`src/rtl/load_extend_unit_pkg.sv`:
```
// Shared load-type codes and datapath widths for the load formatter.
// Pure definitions: no logic, no latency, no flow control.
package load_extend_unit_pkg;

  localparam int WORD = 32;
  localparam int HALF = 16;
  localparam int BYTE = 8;

  // Bit 0 doubles as the signed/unsigned select for byte and half loads
  typedef enum logic [2:0] {
    LT_W    = 3'b000,
    LT_RSVD = 3'b001,
    LT_HU   = 3'b010,
    LT_H    = 3'b011,
    LT_BU   = 3'b100,
    LT_B    = 3'b101,
    LT_WL   = 3'b110,
    LT_WR   = 3'b111
  } load_type_e;

endpackage

```
`src/rtl/load_extend_unit_if.sv`:
```
// Load-request inputs and formatted-result outputs of the load formatter.
// The master drives requests; the slave returns results one cycle later, with no backpressure.
interface load_extend_unit_if;
  import load_extend_unit_pkg::*;

  logic                in_valid;
  load_type_e          ld_type;
  logic [1:0]          offset;
  logic [WORD-1:0]     word_in;
  logic                out_valid;
  logic [WORD-1:0]     out_data;

  modport master (
    output in_valid, ld_type, offset, word_in,
    input  out_valid, out_data
  );

  modport slave (
    input  in_valid, ld_type, offset, word_in,
    output out_valid, out_data
  );

endinterface

```
`src/rtl/sign_extend.sv`:
```
// Combinational sign extension of an IN_WIDTH field to OUT_WIDTH (OUT_WIDTH >= IN_WIDTH).
// Zero latency, no flow control.
module sign_extend #(
  parameter int IN_WIDTH  = 16,
  parameter int OUT_WIDTH = 32
) (
  input  logic [IN_WIDTH-1:0]  in,
  output logic [OUT_WIDTH-1:0] out
);

  // A zero-count replication is illegal, so equal widths take a straight wire
  generate
    if (OUT_WIDTH == IN_WIDTH) begin : g_pass
      assign out = in;
    end else begin : g_ext
      assign out = {{(OUT_WIDTH-IN_WIDTH){in[IN_WIDTH-1]}}, in};
    end
  endgenerate

endmodule

```
`src/rtl/zero_extend.sv`:
```
// Combinational zero extension of an IN_WIDTH field to OUT_WIDTH (OUT_WIDTH >= IN_WIDTH).
// Zero latency, no flow control.
module zero_extend #(
  parameter int IN_WIDTH  = 16,
  parameter int OUT_WIDTH = 32
) (
  input  logic [IN_WIDTH-1:0]  in,
  output logic [OUT_WIDTH-1:0] out
);

  generate
    if (OUT_WIDTH == IN_WIDTH) begin : g_pass
      assign out = in;
    end else begin : g_ext
      assign out = {{(OUT_WIDTH-IN_WIDTH){1'b0}}, in};
    end
  endgenerate

endmodule

```
`src/rtl/load_extend_unit.sv`:
```
// Selects the addressed byte/half/partial word of a memory word and extends it to 32 bits.
// One-cycle registered latency; accepts a load every cycle, no backpressure.
module load_extend_unit
  import load_extend_unit_pkg::*;
(
  input  logic                clk,
  input  logic                reset,
  load_extend_unit_if.slave   bus
);

  logic [BYTE-1:0] b0, b1, b2, b3;
  logic [HALF-1:0] h0, h1;
  logic [BYTE-1:0] byte_sel;
  logic [HALF-1:0] half_sel;
  logic [WORD-1:0] byte_s, byte_u, half_s, half_u;
  logic [WORD-1:0] fmt_data;

  logic [WORD-1:0] out_data_d, out_data_q;
  logic            out_valid_d, out_valid_q;

  assign {b3, b2, b1, b0} = bus.word_in;
  assign h0 = {b1, b0};
  assign h1 = {b3, b2};

  always_comb begin
    byte_sel = b0;
    case (bus.offset)
      2'd0:    byte_sel = b0;
      2'd1:    byte_sel = b1;
      2'd2:    byte_sel = b2;
      default: byte_sel = b3;
    endcase
  end

  // Misaligned half offsets fold onto h1; alignment traps live elsewhere
  assign half_sel = (bus.offset == 2'd0) ? h0 : h1;

  sign_extend #(.IN_WIDTH(BYTE), .OUT_WIDTH(WORD)) u_byte_sext (.in(byte_sel), .out(byte_s));
  zero_extend #(.IN_WIDTH(BYTE), .OUT_WIDTH(WORD)) u_byte_zext (.in(byte_sel), .out(byte_u));
  sign_extend #(.IN_WIDTH(HALF), .OUT_WIDTH(WORD)) u_half_sext (.in(half_sel), .out(half_s));
  zero_extend #(.IN_WIDTH(HALF), .OUT_WIDTH(WORD)) u_half_zext (.in(half_sel), .out(half_u));

  always_comb begin
    fmt_data = '0;
    case (bus.ld_type)
      LT_W:  fmt_data = bus.word_in;
      LT_HU: fmt_data = half_u;
      LT_H:  fmt_data = half_s;
      LT_BU: fmt_data = byte_u;
      LT_B:  fmt_data = byte_s;
      // Partial words are zero-filled; the register merge happens in write-back
      LT_WL: begin
        case (bus.offset)
          2'd0:    fmt_data = {b0, 24'h0};
          2'd1:    fmt_data = {h0, 16'h0};
          2'd2:    fmt_data = {b2, h0, 8'h0};
          default: fmt_data = bus.word_in;
        endcase
      end
      LT_WR: begin
        case (bus.offset)
          2'd0:    fmt_data = bus.word_in;
          2'd1:    fmt_data = {8'h0, h1, b1};
          2'd2:    fmt_data = {16'h0, h1};
          default: fmt_data = {24'h0, b3};
        endcase
      end
      default: fmt_data = '0;
    endcase
  end

  // Idle cycles hold the old result so garbage on type/offset never reaches the output
  always_comb begin
    out_valid_d = bus.in_valid;
    out_data_d  = out_data_q;
    if (bus.in_valid) begin
      out_data_d = fmt_data;
    end
  end

  always_ff @(posedge clk or negedge reset) begin
    if (!reset) begin
      out_data_q  <= '0;
      out_valid_q <= 1'b0;
    end else begin
      out_data_q  <= out_data_d;
      out_valid_q <= out_valid_d;
    end
  end

  assign bus.out_data  = out_data_q;
  assign bus.out_valid = out_valid_q;

endmodule

```
`src/flat_wrapper.sv`:
```
// flat-port wrapper written by rule: the top's interface ports become plain ports
module load_extend_unit_flat import load_extend_unit_pkg::*;
  (clk, reset, bus_in_valid, bus_ld_type, bus_offset, bus_word_in, bus_out_valid, bus_out_data);
  load_extend_unit_if bus_i ();
  input  logic clk;
  input  logic reset;
  input wire logic [$bits(bus_i.in_valid)-1:0] bus_in_valid;
  input wire logic [$bits(bus_i.ld_type)-1:0] bus_ld_type;
  input wire logic [$bits(bus_i.offset)-1:0] bus_offset;
  input wire logic [$bits(bus_i.word_in)-1:0] bus_word_in;
  output wire logic [$bits(bus_i.out_valid)-1:0] bus_out_valid;
  output wire logic [$bits(bus_i.out_data)-1:0] bus_out_data;
  assign bus_i.in_valid = bus_in_valid;
  assign bus_i.ld_type = bus_ld_type;
  assign bus_i.offset = bus_offset;
  assign bus_i.word_in = bus_word_in;
  assign bus_out_valid = bus_i.out_valid;
  assign bus_out_data = bus_i.out_data;
  load_extend_unit u_core (.clk(clk), .reset(reset), .bus(bus_i));
endmodule
```
`config.mk`:
```
export PLATFORM = sky130hd
export DESIGN_NAME = load_extend_unit_flat
export DESIGN_NICKNAME = d
export VERILOG_FILES = /design/src/rtl/load_extend_unit_pkg.sv /design/src/rtl/load_extend_unit_if.sv /design/src/rtl/sign_extend.sv /design/src/rtl/zero_extend.sv /design/src/rtl/load_extend_unit.sv /design/src/flat_wrapper.sv
export SDC_FILE = /design/constraint.sdc
export NUM_CORES = 1
export LEC_CHECK = 0
export ABC_AREA = 1
export CORE_ASPECT_RATIO = 1.5
export CORE_MARGIN = 1.5
export CORE_UTILIZATION = 51
export CTS_CLUSTER_DIAMETER = 50
export DETAILED_ROUTE_END_ITERATION = 7
export PLACE_DENSITY = 0.88
export SLEW_MARGIN = 20
export SYNTH_ARGS = -nofsm -noshare
export SYNTH_HDL_FRONTEND = slang
export SYNTH_SLANG_ARGS = --single-unit
```
`constraint.sdc`:
```
create_clock -name clk -period 0.8 [get_ports clk]
set_input_delay 0.16 -clock clk [delete_from_list [all_inputs] [get_ports clk]]
set_output_delay 0.16 -clock clk [all_outputs]
set_load 0.03 [all_outputs]
```
==> results of run 1 <==
cell families after synthesis:
| logic type | after synthesis | synth area share, % |
|---|---|---|
| AND/OR/NAND/NOR | 375 | 51.91 |
| buffers and inverters | 78 | 10.77 |
| AO/OA/AOI/OAI | 59 | 9.983 |
| flip-flops | 33 | 27.34 |
layer usage:
metal,global-route usage (%),overflow
met4,105.1,112
met2,115.2,246
met1,90.79,1
met3,70.45,3
met5,26.79,0
timing repair:
action,4_1_cts
cloned,8
endpoints found under the setup margin,65
setup buffers,18
pin swaps,78
resized for setup,273
stage by stage:
step | cell area, sq um | hold WS, ps | utilization [%] | TNS, ps
floorplan | 3103 | -135.6 | - | -8685
global placement | 4167 | 456.3 | 72.55 | -30770
detailed placement | 4167 | 461.7 | 72.55 | -31740
CTS | 5353 | 242.1 | 93.20 | -11450
==> out/metrics.cfg, run 1 <==
[clock_tree]
cts_buffer_depth = 2
ctsHoldBuffers = 0
clkSinkCount = 33
numCtsBuffers = 5
clockRootBuffer = clkbuf_8
cts.htree.levels = 2

[synth]
synthTopCellsByCount = nand2_1, nand3_1, inv_1, dfrtp_1, o21ai_0
yosysMostFrequentCell = nand2_1
synth_top_area_share_pct = 29.83
synth_edf_count = 0
synth_seq_cells = 33
yosys-top-cells-area = nand2_1, dfrtp_1, nand3_1
ys_types = 19
synth-seq-area-share_pct = 27.34
synth_top_cell_by_area = nand2_1
synth_cells = 545
yosys_warnings = 0
syn_nets = 585
synth_async_sr_flop_share_pct = 100.0
avgSynthCellArea_sq_um = 5.542
ys.flop_type = dfrtp_1
syn_area_sq_um = 3020

[floorplanning]
pin_count = 73
die_w_microns = 65.84
fp-row-count = 34
initial_core_util_pct = 52.59
die_h_microns = 97.25

[place]
portBuffers = 72
gp_congestion = 0.9493
hpwl_mm = 7.945
dp.cells = 715
place_ws_ps = -1048

[grt]
grt_max_degree = 34
grt_usage_pct = 94.49
grt_overflow = 362

[run_status]
status = did not finish
firstError = [ERROR GRT-0232] Routing congestion too high. Check the congestion heatmap in the GUI.
haltStage = 5_1_grt

[sta]
worst_endpoint_kind = register input
grt-worst-endpoint = u_core.bus.out_data[25]$_DFFE_PN0P_/D

==> run 2, diff against run 1 <==
CORE_ASPECT_RATIO = not set   (was 1.5)
CORE_UTILIZATION = 40   (was 51)
CTS_CLUSTER_DIAMETER = not set   (was 50)
PLACE_DENSITY = not set   (was 0.88)
PLACE_DENSITY_LB_ADDON = 0.15   (was not set)
==> run 2 against run 1 <==
  * The flow now finishes, with violations (negative setup slack)
  * Synthesized area is the same
  * Synthesized cell count stayed put
==> out/metrics.cfg, run 2 <==
[synth]
avgSynthCellArea_sq_um = 5.542
muxShareOfSynthArea_pct = 0
synth_seq_cells = 33
synthSimpleGateAreaFrac_pct = 51.91
synth_compound_area_share_pct = 9.983
synth_async_sr_flop_share_pct = 100.0
synth_xor_area_share_pct = 0
yosys-top-cells-area = nand2_1, dfrtp_1, nand3_1
synth_top_area_share_pct = 29.83
synth_fa_ha_area_share_pct = 0
syn_area_sq_um = 3020
ys.flop_type = dfrtp_1
yosysMostFrequentCell = nand2_1
synth_edf_count = 0
synthTopCellsByCount = nand2_1, nand3_1, inv_1, dfrtp_1, o21ai_0
synth_top_family_by_area = simple AND/OR/NAND/NOR gates
ys_types = 19
syn_nets = 585
synth_top_cell_by_area = nand2_1
synth-seq-area-share_pct = 27.34
yosys_warnings = 0
synth_cells = 545

[drt]
drtPass1Iterations = 8
wl_mm = 14.14
route.detailed.drc = 0
wire_per_inst_microns = 17.90
num_vias = 4410
ant_nets = 0
drt_iter0_markers = 597
vias_per_cell = 5.582

[critical_path]
crit_type = input pin to register
cpPeakStageDelay_ps = 180
rr_worst_depth = 4
required_ps = 1040
r2r_setup_slack_ps = -30
start_kind = input pin
r2r-start = u_core.bus.out_data[19]$_DFFE_PN0P_
crit_path_end_kind = register
path_max_fanout = 7
crit_slowest_cell = buf_6
critical_path.cell_chain = buf_12 -> nor2_4 -> buf_6 -> clkbuf_16 -> nand2_4 -> nand3_4 -> nand3_1 -> nand3_2 -> nand2_1 -> nand2_1
arrival_ps = 1310
r2r-end = u_core.bus.out_data[19]$_DFFE_PN0P_
crit_path_frequent_cell = nand2_1

[sta]
setup_violations = 65
tightest_slew_ps = 328.5
fmax_mhz = 929.8
drv_slew = 0
fin_setup_tns_ps = -12780
final.period_utilization_pct = 134.4
clock_skew_ps = 0
final.min_clock_period_ps = 1075
hold_viol_final = 0
relSlewSlack_pct = 78.10
rsz0062_at_grt = true
setup_slack_ps = -275.5

[clock_tree]
cts_buffer_depth = 2
clkLatencyLatePin_ps = 300
clockRootBuffer = clkbuf_8
numCtsBuffers = 5
clkSinkCount = 33
cts.htree.levels = 2
clkSlewWorstSetupHoldPaths_ps = 80
cts_tree = built
ctsHoldBuffers = 0

[place]
portBuffers = 72
gp_congestion = 1.009
hpwl_mm = 8.454

[floorplanning]
die_w_microns = 89.90
core_area_sq_um = 7292
die-area_sq_um = 8081
initial_core_util_pct = 41.42
die_h_microns = 89.90
pin_count = 73
fp-row-count = 31

[finish]
fillers = 566
drive_above_1_share_pct = 41.53
nNetsFinal = 730
area_growth_syn_to_layout_pct = 86.37
num_antenna_cells = 0
mostFrequentLayoutCell = nand2_1
largest_reg_flops = 32
mostFrequentLayoutCells = nand2_1, buf_4, buf_6
fin_util_pct = 77.20

[grt]
grt_max_degree = 34
met2_usage_pct = 53.88
grt_pass1_vias = 4077
grt_overflow = 0
grt.busiest_layer = met2
grtUsageMet3_pct = 6.345
grt_use_met1_pct = 44.24
grt_usage_pct = 32.85
grt_pass1_wl_mm = 21.30
antenna_found_initial = 0

[worst_hold_path]
hp-class = input pin to asynchronous set/reset pin

[run_status]
failed_checks = negative setup slack
status = finished, violations left

[power_and_ir_drop]
peakVddDrop_mv = 0.7241
p_per_area_nw_per_um2 = 1262
leakagePower_nw = 3.034
power_mw = 7.107

[job]
drv_cap = 0

run 2: cell counts after synthesis:
No cell type changed its count.
run 2: where the power goes:
group          internal [mW]  switching [mW]
clock network           1.02           0.740
logic                   1.46            1.86
registers               1.87           0.156
total                   4.35            2.76
run 2: worst max path at each step:
stage                                                to          start  slack, ps  cells after the start
floorplan           u_core.bus.out_data[22]$_DFFE_PN0P_  bus_offset[0]       -290                     10
global placement     u_core.bus.out_data[0]$_DFFE_PN0P_  bus_offset[1]      -1040                      9
detailed placement  u_core.bus.out_data[31]$_DFFE_PN0P_  bus_offset[1]      -1040                     12
CTS                 u_core.bus.out_data[16]$_DFFE_PN0P_  bus_offset[1]       -270                     12
global route        u_core.bus.out_data[15]$_DFFE_PN0P_  bus_offset[1]       -300                     11
finish              u_core.bus.out_data[24]$_DFFE_PN0P_  bus_offset[1]       -280                     10
run 2: logic make-up after synthesis:
group,after synthesis
flops,33
compound gates,59
simple gates,375
buf+inv,78
run 2: metrics by stage:
step	cell area (sq um)	hold slack (ps)	setup WS (ps)	std cells
2_1_floorplan	3103	-135.6	-291.5	545
3_3_place_gp	4260	457.8	-1038	749
3_5_place_dp	4260	464.0	-1043	749
4_1_cts	5081	240.2	-269.4	778
5_1_grt	5629	249.0	-299.1	790
6_report	5629	220.4	-275.5	790
run 2: repair_timing:
item	4_1_cts	5_1_grt
pin swaps	48	51
gates resized for setup	198	125
setup buffers	17	14
cloned	4	2
setup endpoints to repair	65	65
run 2: critical path, delay by kind of cell:
kind,cells,cell delay (ps)
and+or+nand+nor,7,680
buffers and inverters,3,460
run 2: metal layers:
metal	up-vias	part of all wire (%)
met5	-	0
met4	0	2.5
met3	50	10
met2	288	48
met1	2026	39
li1	2046	-
run 2: final cells by class:
class | instances | area, sq um | share of cell area [%]
Clock buffer | 7 | 86.33 | 1.534
Clock inverter | 1 | 30.03 | 0.5335
Inverter | 46 | 187.7 | 3.334
Multi-Input combinational cell | 435 | 2587 | 45.97
Sequential cell | 33 | 825.8 | 14.67
Tap cell | 99 | 123.9 | 2.200
Timing Repair Buffer | 169 | 1788 | 31.76
Power figures use the tool's default switching activity.
